--- config.mk ---
export PLATFORM = sky130hd
export DESIGN_NAME = frame_window_reader
export DESIGN_NICKNAME = d
export VERILOG_FILES = /design/src/rtl/frame_window_reader.sv
export SDC_FILE = /design/constraint.sdc
export NUM_CORES = 1
export LEC_CHECK = 0
export CORE_UTILIZATION = 55
export DETAILED_ROUTE_END_ITERATION = 8
export GPL_TIMING_DRIVEN = 0
export PLACE_DENSITY = 0.87
export SLEW_MARGIN = 20
export SYNTH_ARGS = -nofsm -noshare
export SYNTH_HDL_FRONTEND = slang
export SYNTH_SLANG_ARGS = --single-unit
--- constraint.sdc ---
create_clock -name clk -period 12.1 [get_ports clk]
set_input_delay 2.42 -clock clk [delete_from_list [all_inputs] [get_ports clk]]
set_output_delay 2.42 -clock clk [all_outputs]
set_load 0.03 [all_outputs]
--- src/rtl/frame_window_reader.sv ---
// Frame window reader: streams a rectangular window of an RGB565 frame held in
// PSRAM into the display queue as 17-bit tokens (SOF / SOL / pixels / EOF).
// Each source row is fetched in bursts of BURST_WORDS 32-bit words. A burst is
// staged in a small cache and then drained one pixel per cycle.
module frame_window_reader #(
    parameter int ADDR_W      = 21,
    parameter int BURST_WORDS = 8,
    parameter int STRIDE      = 640,
    parameter int DIM_W       = 11
) (
    input  logic              clk,
    input  logic              reset_n,
    input  logic              start,
    input  logic              abort,
    input  logic [ADDR_W-1:0] base_addr,
    input  logic [DIM_W-1:0]  win_x,
    input  logic [DIM_W-1:0]  win_y,
    input  logic [DIM_W-1:0]  win_w,
    input  logic [DIM_W-1:0]  win_h,
    input  logic [1:0]        row_step,
    input  logic              queue_full,
    output logic [16:0]       queue_data_o,
    output logic              wr_en,
    output logic              read_rq,
    output logic [ADDR_W-1:0] read_addr,
    input  logic              read_ack,
    output logic              mem_rd_en,
    input  logic [31:0]       read_data,
    input  logic              rd_data_valid,
    output logic              busy,
    output logic              download_done
);

    localparam int PIX  = 2 * BURST_WORDS;
    localparam int IW   = $clog2(PIX);          // cache index width
    localparam int BW   = $clog2(BURST_WORDS);  // beat counter width
    localparam logic [DIM_W-1:0] PIX_D = DIM_W'(PIX);

    typedef enum logic [3:0] {
        S_IDLE, S_LATCH, S_SOF, S_ROW_START, S_REQ, S_WAIT_ACK,
        S_FILL, S_DRAIN, S_ROW_END, S_EOF, S_DONE
    } state_t;

    state_t            state_q, state_d;
    logic              lat_q;
    logic [ADDR_W-1:0] base_q, row_addr_q, cur_addr_q;
    logic [DIM_W-1:0]  x_q, y_q, w_q, h_q, col_q, row_q;
    logic [1:0]        step_q;
    logic [ADDR_W:0]   prod_q;
    logic [BW-1:0]     beat_q;
    logic [IW-1:0]     idx_q;
    logic [15:0]       pix_q;
    logic              mem_rd_en_q;
    logic [15:0]       cache_q [PIX];

    logic [ADDR_W:0]   org_sum;
    logic [ADDR_W-1:0] row_inc;
    logic [1:0]        step_eff;
    logic [DIM_W-1:0]  rem, n_pix;
    logic              fill_last, drain_last;

    // Address arithmetic and per-burst drain length
    always_comb begin
        org_sum    = prod_q + {1'b0, base_q} + (ADDR_W+1)'(x_q);
        step_eff   = (step_q == 2'd0) ? 2'd1 : step_q;
        row_inc    = ADDR_W'(STRIDE * int'(step_eff));
        rem        = w_q - col_q;
        n_pix      = (rem > PIX_D) ? PIX_D : rem;
        fill_last  = rd_data_valid && (beat_q == BW'(BURST_WORDS - 1));
        drain_last = (DIM_W'(idx_q) == n_pix - DIM_W'(1));
    end

    // Next-state and output decode; abort overrides everything
    always_comb begin
        state_d       = state_q;
        wr_en         = 1'b0;
        read_rq       = 1'b0;
        busy          = 1'b1;
        download_done = 1'b0;
        queue_data_o  = 17'h0;
        case (state_q)
            S_IDLE: begin
                busy = 1'b0;
                if (start) state_d = S_LATCH;
            end
            S_LATCH: if (lat_q) state_d = S_SOF;
            S_SOF: begin
                queue_data_o = 17'h1_0000;
                wr_en        = !queue_full;
                if (!queue_full)
                    state_d = (w_q == '0 || h_q == '0) ? S_EOF : S_ROW_START;
            end
            S_ROW_START: begin
                queue_data_o = 17'h1_0001;
                wr_en        = !queue_full;
                if (!queue_full) state_d = S_REQ;
            end
            S_REQ: begin
                read_rq = 1'b1;
                state_d = S_WAIT_ACK;
            end
            S_WAIT_ACK: begin
                read_rq = 1'b1;
                if (read_ack) state_d = S_FILL;
            end
            S_FILL: begin
                read_rq = 1'b1;
                if (fill_last) state_d = S_DRAIN;
            end
            S_DRAIN: begin
                queue_data_o = {1'b0, pix_q};
                wr_en        = !queue_full;
                if (!queue_full && drain_last)
                    state_d = ((col_q + n_pix) < w_q) ? S_REQ : S_ROW_END;
            end
            S_ROW_END: state_d = ((row_q + DIM_W'(1)) == h_q) ? S_EOF : S_ROW_START;
            S_EOF: begin
                queue_data_o = 17'h1_FFFF;
                wr_en        = !queue_full;
                if (!queue_full) state_d = S_DONE;
            end
            S_DONE: begin
                busy          = 1'b0;
                download_done = 1'b1;
                state_d       = S_IDLE;
            end
            default: state_d = S_IDLE;
        endcase
        if (abort) state_d = S_IDLE;
    end

    assign mem_rd_en = mem_rd_en_q;
    assign read_addr = cur_addr_q;

    // State, config, counters and the registered cache read port
    always_ff @(posedge clk) begin
        if (!reset_n) begin
            state_q     <= S_IDLE;
            lat_q       <= 1'b0;
            base_q      <= '0;
            x_q         <= '0;
            y_q         <= '0;
            w_q         <= '0;
            h_q         <= '0;
            step_q      <= '0;
            prod_q      <= '0;
            row_addr_q  <= '0;
            cur_addr_q  <= '0;
            col_q       <= '0;
            row_q       <= '0;
            beat_q      <= '0;
            idx_q       <= '0;
            pix_q       <= '0;
            mem_rd_en_q <= 1'b0;
        end else begin
            state_q     <= state_d;
            mem_rd_en_q <= (state_q == S_WAIT_ACK) && read_ack && !abort;
            case (state_q)
                S_IDLE: begin
                    // config captured together with the accepted start
                    if (start && !abort) begin
                        base_q <= base_addr;
                        x_q    <= win_x;
                        y_q    <= win_y;
                        w_q    <= win_w;
                        h_q    <= win_h;
                        step_q <= row_step;
                    end
                    lat_q <= 1'b0;
                    row_q <= '0;
                    col_q <= '0;
                end
                S_LATCH: begin
                    // two-stage origin: multiply first, then add base and x
                    lat_q  <= 1'b1;
                    prod_q <= (ADDR_W+1)'(int'(y_q) * STRIDE);
                    if (lat_q) row_addr_q <= org_sum[ADDR_W-1:0];
                end
                S_ROW_START: if (!queue_full) begin
                    col_q      <= '0;
                    cur_addr_q <= row_addr_q;
                end
                S_REQ: begin
                    beat_q <= '0;
                    idx_q  <= '0;
                end
                S_FILL: if (rd_data_valid) begin
                    beat_q <= beat_q + BW'(1);
                    if (beat_q == '0) pix_q <= read_data[15:0];
                end
                S_DRAIN: if (!queue_full) begin
                    idx_q <= idx_q + IW'(1);
                    pix_q <= cache_q[idx_q + IW'(1)];
                    if (drain_last) begin
                        col_q      <= col_q + n_pix;
                        cur_addr_q <= cur_addr_q + ADDR_W'(n_pix);
                    end
                end
                S_ROW_END: begin
                    row_q      <= row_q + DIM_W'(1);
                    row_addr_q <= row_addr_q + row_inc;
                end
                default: ;
            endcase
        end
    end

    // Burst staging: each accepted beat fills two consecutive pixel slots
    always_ff @(posedge clk) begin
        if (state_q == S_FILL && rd_data_valid) begin
            cache_q[{beat_q, 1'b0}] <= read_data[15:0];
            cache_q[{beat_q, 1'b1}] <= read_data[31:16];
        end
    end

endmodule

==> After elaboration in Yosys (flattened, before gate mapping) <==
Memories as Yosys holds them, arrays and structs flattened.
Index checks and enable logic that the tools add are counted.
{ "classes": {"multipliers": 2, "muxes": 41, "n_eq_ne": 25, "bitwise_logic": 1, "addsub": 10, "n_reduce_logical": 34, "magnitude_cmp": 2} }
{ "ops": {"columns": ["operator", "count"], "rows": [
  ["$mux W21", 4],
  ["$pmux W21 S2", 2],
  ["$pmux W17 S4", 1],
  ["$mux W16", 3],
  ["$mux W4", 12],
  ["$mux W11", 4],
  ["$add A21 B11 Y21", 2],
  ["$pmux W4 S10", 1],
  ["$pmux W11 S3", 1],
  ["$pmux W16 S2", 1],
  ["$ne A2 B2 Y1 const B", 12],
  ["$logic_not A11 Y1", 2],
  ["$pmux W11 S2", 1],
  ["$add A21 B12 Y21", 1],
  ["$add A21 B21 Y21", 1],
  ["$eq A4 B3 Y1 const B", 4],
  ["$mul A11 B3 Y14 const B", 1],
  ["$reduce_bool A2 Y1", 7],
  ["$eq A4 B4 Y1 const B", 3],
  ["$reduce_and A4 Y1", 3],
  ["$add A11 B1 Y11 const B", 1],
  ["$add A11 B11 Y11", 1],
  ["$eq A11 B11 Y1", 1],
  ["$eq A4 B11 Y1", 1],
  ["29 further kinds", 45]
]} }
{ "totals": {"inputBits": 106, "ff_bits": 174, "n_memories": 1, "elab_cells": 133, "mem_bits_rw": 256, "output_inout_bits": 43} }
{ "mem_list": {"columns": ["memory", "words", "word_bits", "rd", "rd_clocked_by_memory_dff", "wr", "line_no", "text"], "rows": [
  ["cache_q", 16, 16, 1, 0, 2, "54", "logic [15:0] cache_q [PIX];"]
]} }

==> Longest topological paths before layout <==
{ "depth": {"ltp_word": 8, "depth_mapped": 29, "ltp_nobuf": 29} }

==> Worst setup path before layout <==
No wires, ideal clock.
{ "synth_timing": {"kind": "in2reg", "start": "input rd_data_valid", "end": "memory cache_q[0][0] (enable)", "path_stages": 3, "required_ns": 11.639, "setup_time_ns": 0.461, "arrival_ns": 5.092, "path_slack_ns": 6.547, "path_buffers": 1, "cell_sequence": "clkbuf_1 nand4_1 nor3_1"} }
{ "synth_rtl": {"columns": ["item", "line_no", "text"], "rows": [
  ["start, declared", "29", "input logic rd_data_valid,"],
  ["end, declared", "54", null]
]} }

==> Worst setup path in the final report <==
{ "layout_timing": {"start": "register state_q[0]", "end": "output wr_en"} }
{ "layout_via": {"elab_chain_len": 3, "word_cells_on_any_way": 6, "cone_classes": "eq/ne: 4; mux: 1; reduce/logical: 1"} }
{ "layout_rtl": {"columns": ["item", "line_no", "text"], "rows": [
  ["start, declared", "44", "state_t state_q, state_d;"],
  ["start signal, assigned", "156", "state_q <= state_d;"],
  ["$eq A4 B3 Y1, or another cell as far along", "81", "case (state_q)"],
  ["$reduce_or A4 Y1 (no line) (*)", null, null],
  ["$mux W1 (*)", null, null],
  ["end, declared", "23", "output logic wr_en,"]
]} }
Mark *: on every way between the ends. The rest lies on a longest branch, timed or not.

==> results.txt <==
Post-synth cell types: 81
Vias/cell: 6.30
Worst hold margin: 0.464 ns
Fin cells: 2673
Clock tree sinks: 430
Synthesized netlist cell count: 1906
Wire length of the first global-routing pass: 95300 um
Max Slew Vio Count: 0
Clock transition time at the flip-flop clock pins of the worst setup and hold paths: 0.06 ns
Estimated wirelength of the detail-placed design: 43300 um
Peak fanout along the critical path: 10
Startpoint types: register
Share of the synthesized area in the top cell type: 36.1%
Most common library cell in the layout ignoring fill and taps: sky130_fd_sc_hd__nand2_1
Critical setup path kind: register to output pin
Via count: 16800
Portion of the clock cycle consumed by the worst path in the final layout: 57.3%
Hold Violations, Final: 0
Worst reg2reg startpoint: w_q[0]
Initial detailed-routing violation count: 2037
Filler cell count: 2699
Setup slack, reg-to-reg: 5.93 ns
Maximum buffer depth of the clock tree: 3
Total met2 wirelength after detailed routing: 30300 um
Number of antenna violations at the first check in global routing: 2
Post-Route Skew: 0.0215 ns
Worst slew margin relative to its limit: 19.0%
Transition at the pin with the smallest max-transition slack: 1.21 ns
Via count of the first global-routing pass: 16700
Overall die height: 199 um
Dpl cell area: 0.0237 mm2
Final setup vio count: 0
Wl on met1: 23700 um
DP Cell Count: 2587
Library cell with the largest summed area after synthesis: sky130_fd_sc_hd__edfxtp_1
Launch point of the worst path: state_q[0]
Share of layout cells above drive strength 1: 10.4%
Standby leakage power: 9.09 nW
Asr flop ratio synth: 0%
Clk root buf: sky130_fd_sc_hd__clkbuf_16
Number of cells on the worst reg-to-reg path: 27
Mean routed wirelength per cell: 23.7 um
Post_cts resized: 0
HP Class: register to register
Kind of end point of the critical path: output pin
Data required time of the worst path: 9.68 ns
Number of enable flip-flop cells after synthesis: 256
Core region area: 0.0378 mm2
Number of nets at the end of the flow: 2343
Area Growth Syn to Fin: 19.2%
Highest-count cells in the layout ignoring fill and taps: sky130_fd_sc_hd__nand2_1, sky130_fd_sc_hd__edfxtp_1, sky130_fd_sc_hd__a21oi_1, sky130_fd_sc_hd__dfxtp_1, sky130_fd_sc_hd__clkdlybuf4s50_1
Total negative slack for setup checks: 0 ns
Setup WS pre-CTS: 6.02 ns
Routability congestion estimate: 0.929
Most frequently used flop master after synthesis: sky130_fd_sc_hd__edfxtp_1
Setup repair after global routing missed its margin: no
Result of the run: complete, no violations
Insertion delay of the later-clocked pin in the worst-skew pair: 0.60 ns
Arr. time, crit path: 4.51 ns
Quantity of hold-fixing buffers added after cts: 0
Power density of the placed cells: 130 mW/mm2
Final setup margin: 5.17 ns
Critical register-to-register path endpoint: state_q[3]
Highest routing layer actually used: met4
Post-CTS setup repair buffer count: 0
Area of the multi-input gates: 0.00955 mm2
Post-Synthesis Mean Instance Area: 11.2 um2
Post-route ant nets: 0
Capturing instance or port of the critical path: wr_en
Flops & latches, synth: 430
Number of core rows: 71
Largest net degree at the start of global routing: 21
Count of warnings emitted by yosys: 0
Post-Syn Area: 0.0213 mm2
Horizontal extent of the die: 199 um
Number of buffers created by CTS: 45
Minimum clock period: 6.93 ns
Die ar.: 0.0395 mm2
Combined global-route utilization of all metal layers: 32.3%
FF/Latch Area: 0.0112 mm2
Initial standard-cell utilization of the core: 56.3%
Leftover overflow at the end of global routing: 0
Detailed Routing Iterations Pass 1: 6
Max-cap violations: 0
Maximum level of the CTS H-tree: 2
Sequential cell area fraction in the yosys report: 52.5%
Largest voltage drop on the vdd net: 0.000165 V
Total wirelength of the detailed-routed design: 63300 um
Ranking of synthesized cells by area: sky130_fd_sc_hd__edfxtp_1, sky130_fd_sc_hd__dfxtp_1, sky130_fd_sc_hd__mux4_2
Number of top-level pins: 149
CTS tree: built
IO buf count: 146
Total met3 wirelength after detailed routing: 5640 um
Final design area excluding fillers: 0.0254 mm2
Max Fclk: 0.144 GHz
Residual DRC count: 0
area by class of cell:
type                       count  area share (%)
sequential                   430            44.0
multi-input combinational   1318            37.6
timing repair buffer         161            6.75
clock buffer                  59            5.08
tap                          511            2.52
buffer                       100            1.67
clock inverter                24            1.29
inverter                      68            1.01
antenna                        2          0.0197
state kept, by name, indices dropped and copies added (netlist names):
| register | count |
|---|---|
| pix_q | 16 |
| read_addr | 21 |
| w_q | 11 |
| idx_q | 4 |
| row_q | 11 |
| h_q | 11 |
| row_addr_q | 21 |
| step_q | 2 |
| base_q | 21 |
| cache_q | 256 |
| beat_q | 3 |
| mem_rd_en | 1 |
| lat_q | 1 |
| col_q | 11 |
| state_q | 4 |
| y_q | 11 |
| prod_q | 14 |
| x_q | 11 |
per-layer routing:
metal  global-route usage, %  vias to the layer above
li1                        -                     7490
met1                    40.0                     8145
met2                    53.4                      984
met3                    4.87                      219
met4                    20.1                        0
met5                       0                        -
worst min-delay path by stage:
stage | from | depth (start not counted) | slack, ns | end
finish | prod_q[14] | 2 | 0.46 | prod_q[14]
global route | prod_q[14] | 2 | 0.47 | prod_q[14]
CTS | prod_q[14] | 2 | 0.46 | prod_q[14]
detailed placement | prod_q[14] | 2 | 0.45 | prod_q[14]
global placement | prod_q[16] | 2 | 0.45 | prod_q[16]
floorplan | row_addr_q[6] | 2 | 0.43 | row_addr_q[6]
critical path, stage by stage, from the launching register on:
cell and delay (ns):
sky130_fd_sc_hd__dfxtp_1 0.30, sky130_fd_sc_hd__clkbuf_1 0.38, sky130_fd_sc_hd__nand2_1 0.23, sky130_fd_sc_hd__nor2_1 0.58
sky130_fd_sc_hd__clkbuf_1 0.52, sky130_fd_sc_hd__buf_1 0.79, sky130_fd_sc_hd__nor2_1 0.26, sky130_fd_sc_hd__nor2_1 0.15
sky130_fd_sc_hd__clkdlybuf4s50_1 0.68
cells by family after synthesis:
family / count (synthesis) / synth area share, %
AO/OA/AOI/OAI: 453 / 13.5
XOR/XNOR: 66 / 2.88
adder cells (fa/ha/maj): 113 / 6.99
buffers and inverters: 168 / 3.16
flip-flops: 430 / 52.5
multiplexers: 84 / 8.66
other: 1 / 0.0176
AND/OR/NAND/NOR: 591 / 12.3
per-stage QoR:
step,util (%),power (W)
after floorplan,-,0.00173
after global placement,61.9,0.00181
after detailed placement,62.7,0.00182
after CTS,67.0,0.00329
after global routing,67.0,0.00337
final,67.0,0.00329
synthesized netlist by cell type, drive strengths merged (14+ instances only):
library cell / instances
a211oi: 22
a21o: 35
a21oi: 206
buf: 20
clkbuf: 80
dfxtp: 174
edfxtp: 256
ha: 103
inv: 65
mux4: 80
nand2: 282
nand2b: 22
nand3: 32
nor2: 138
nor2b: 14
nor3: 32
nor4: 16
o211ai: 21
o21ai: 63
xnor2: 38
xor2: 26
power breakdown:
part	leakage (nW)	switching (W)	internal [W]
sequential	3.71	0.0000128	0.00156
clock	0.784	0.000613	0.000886
combinational	4.60	0.000130	0.0000920
total	9.09	0.000756	0.00254
No activity file was read; power rests on OpenSTA's default activity.
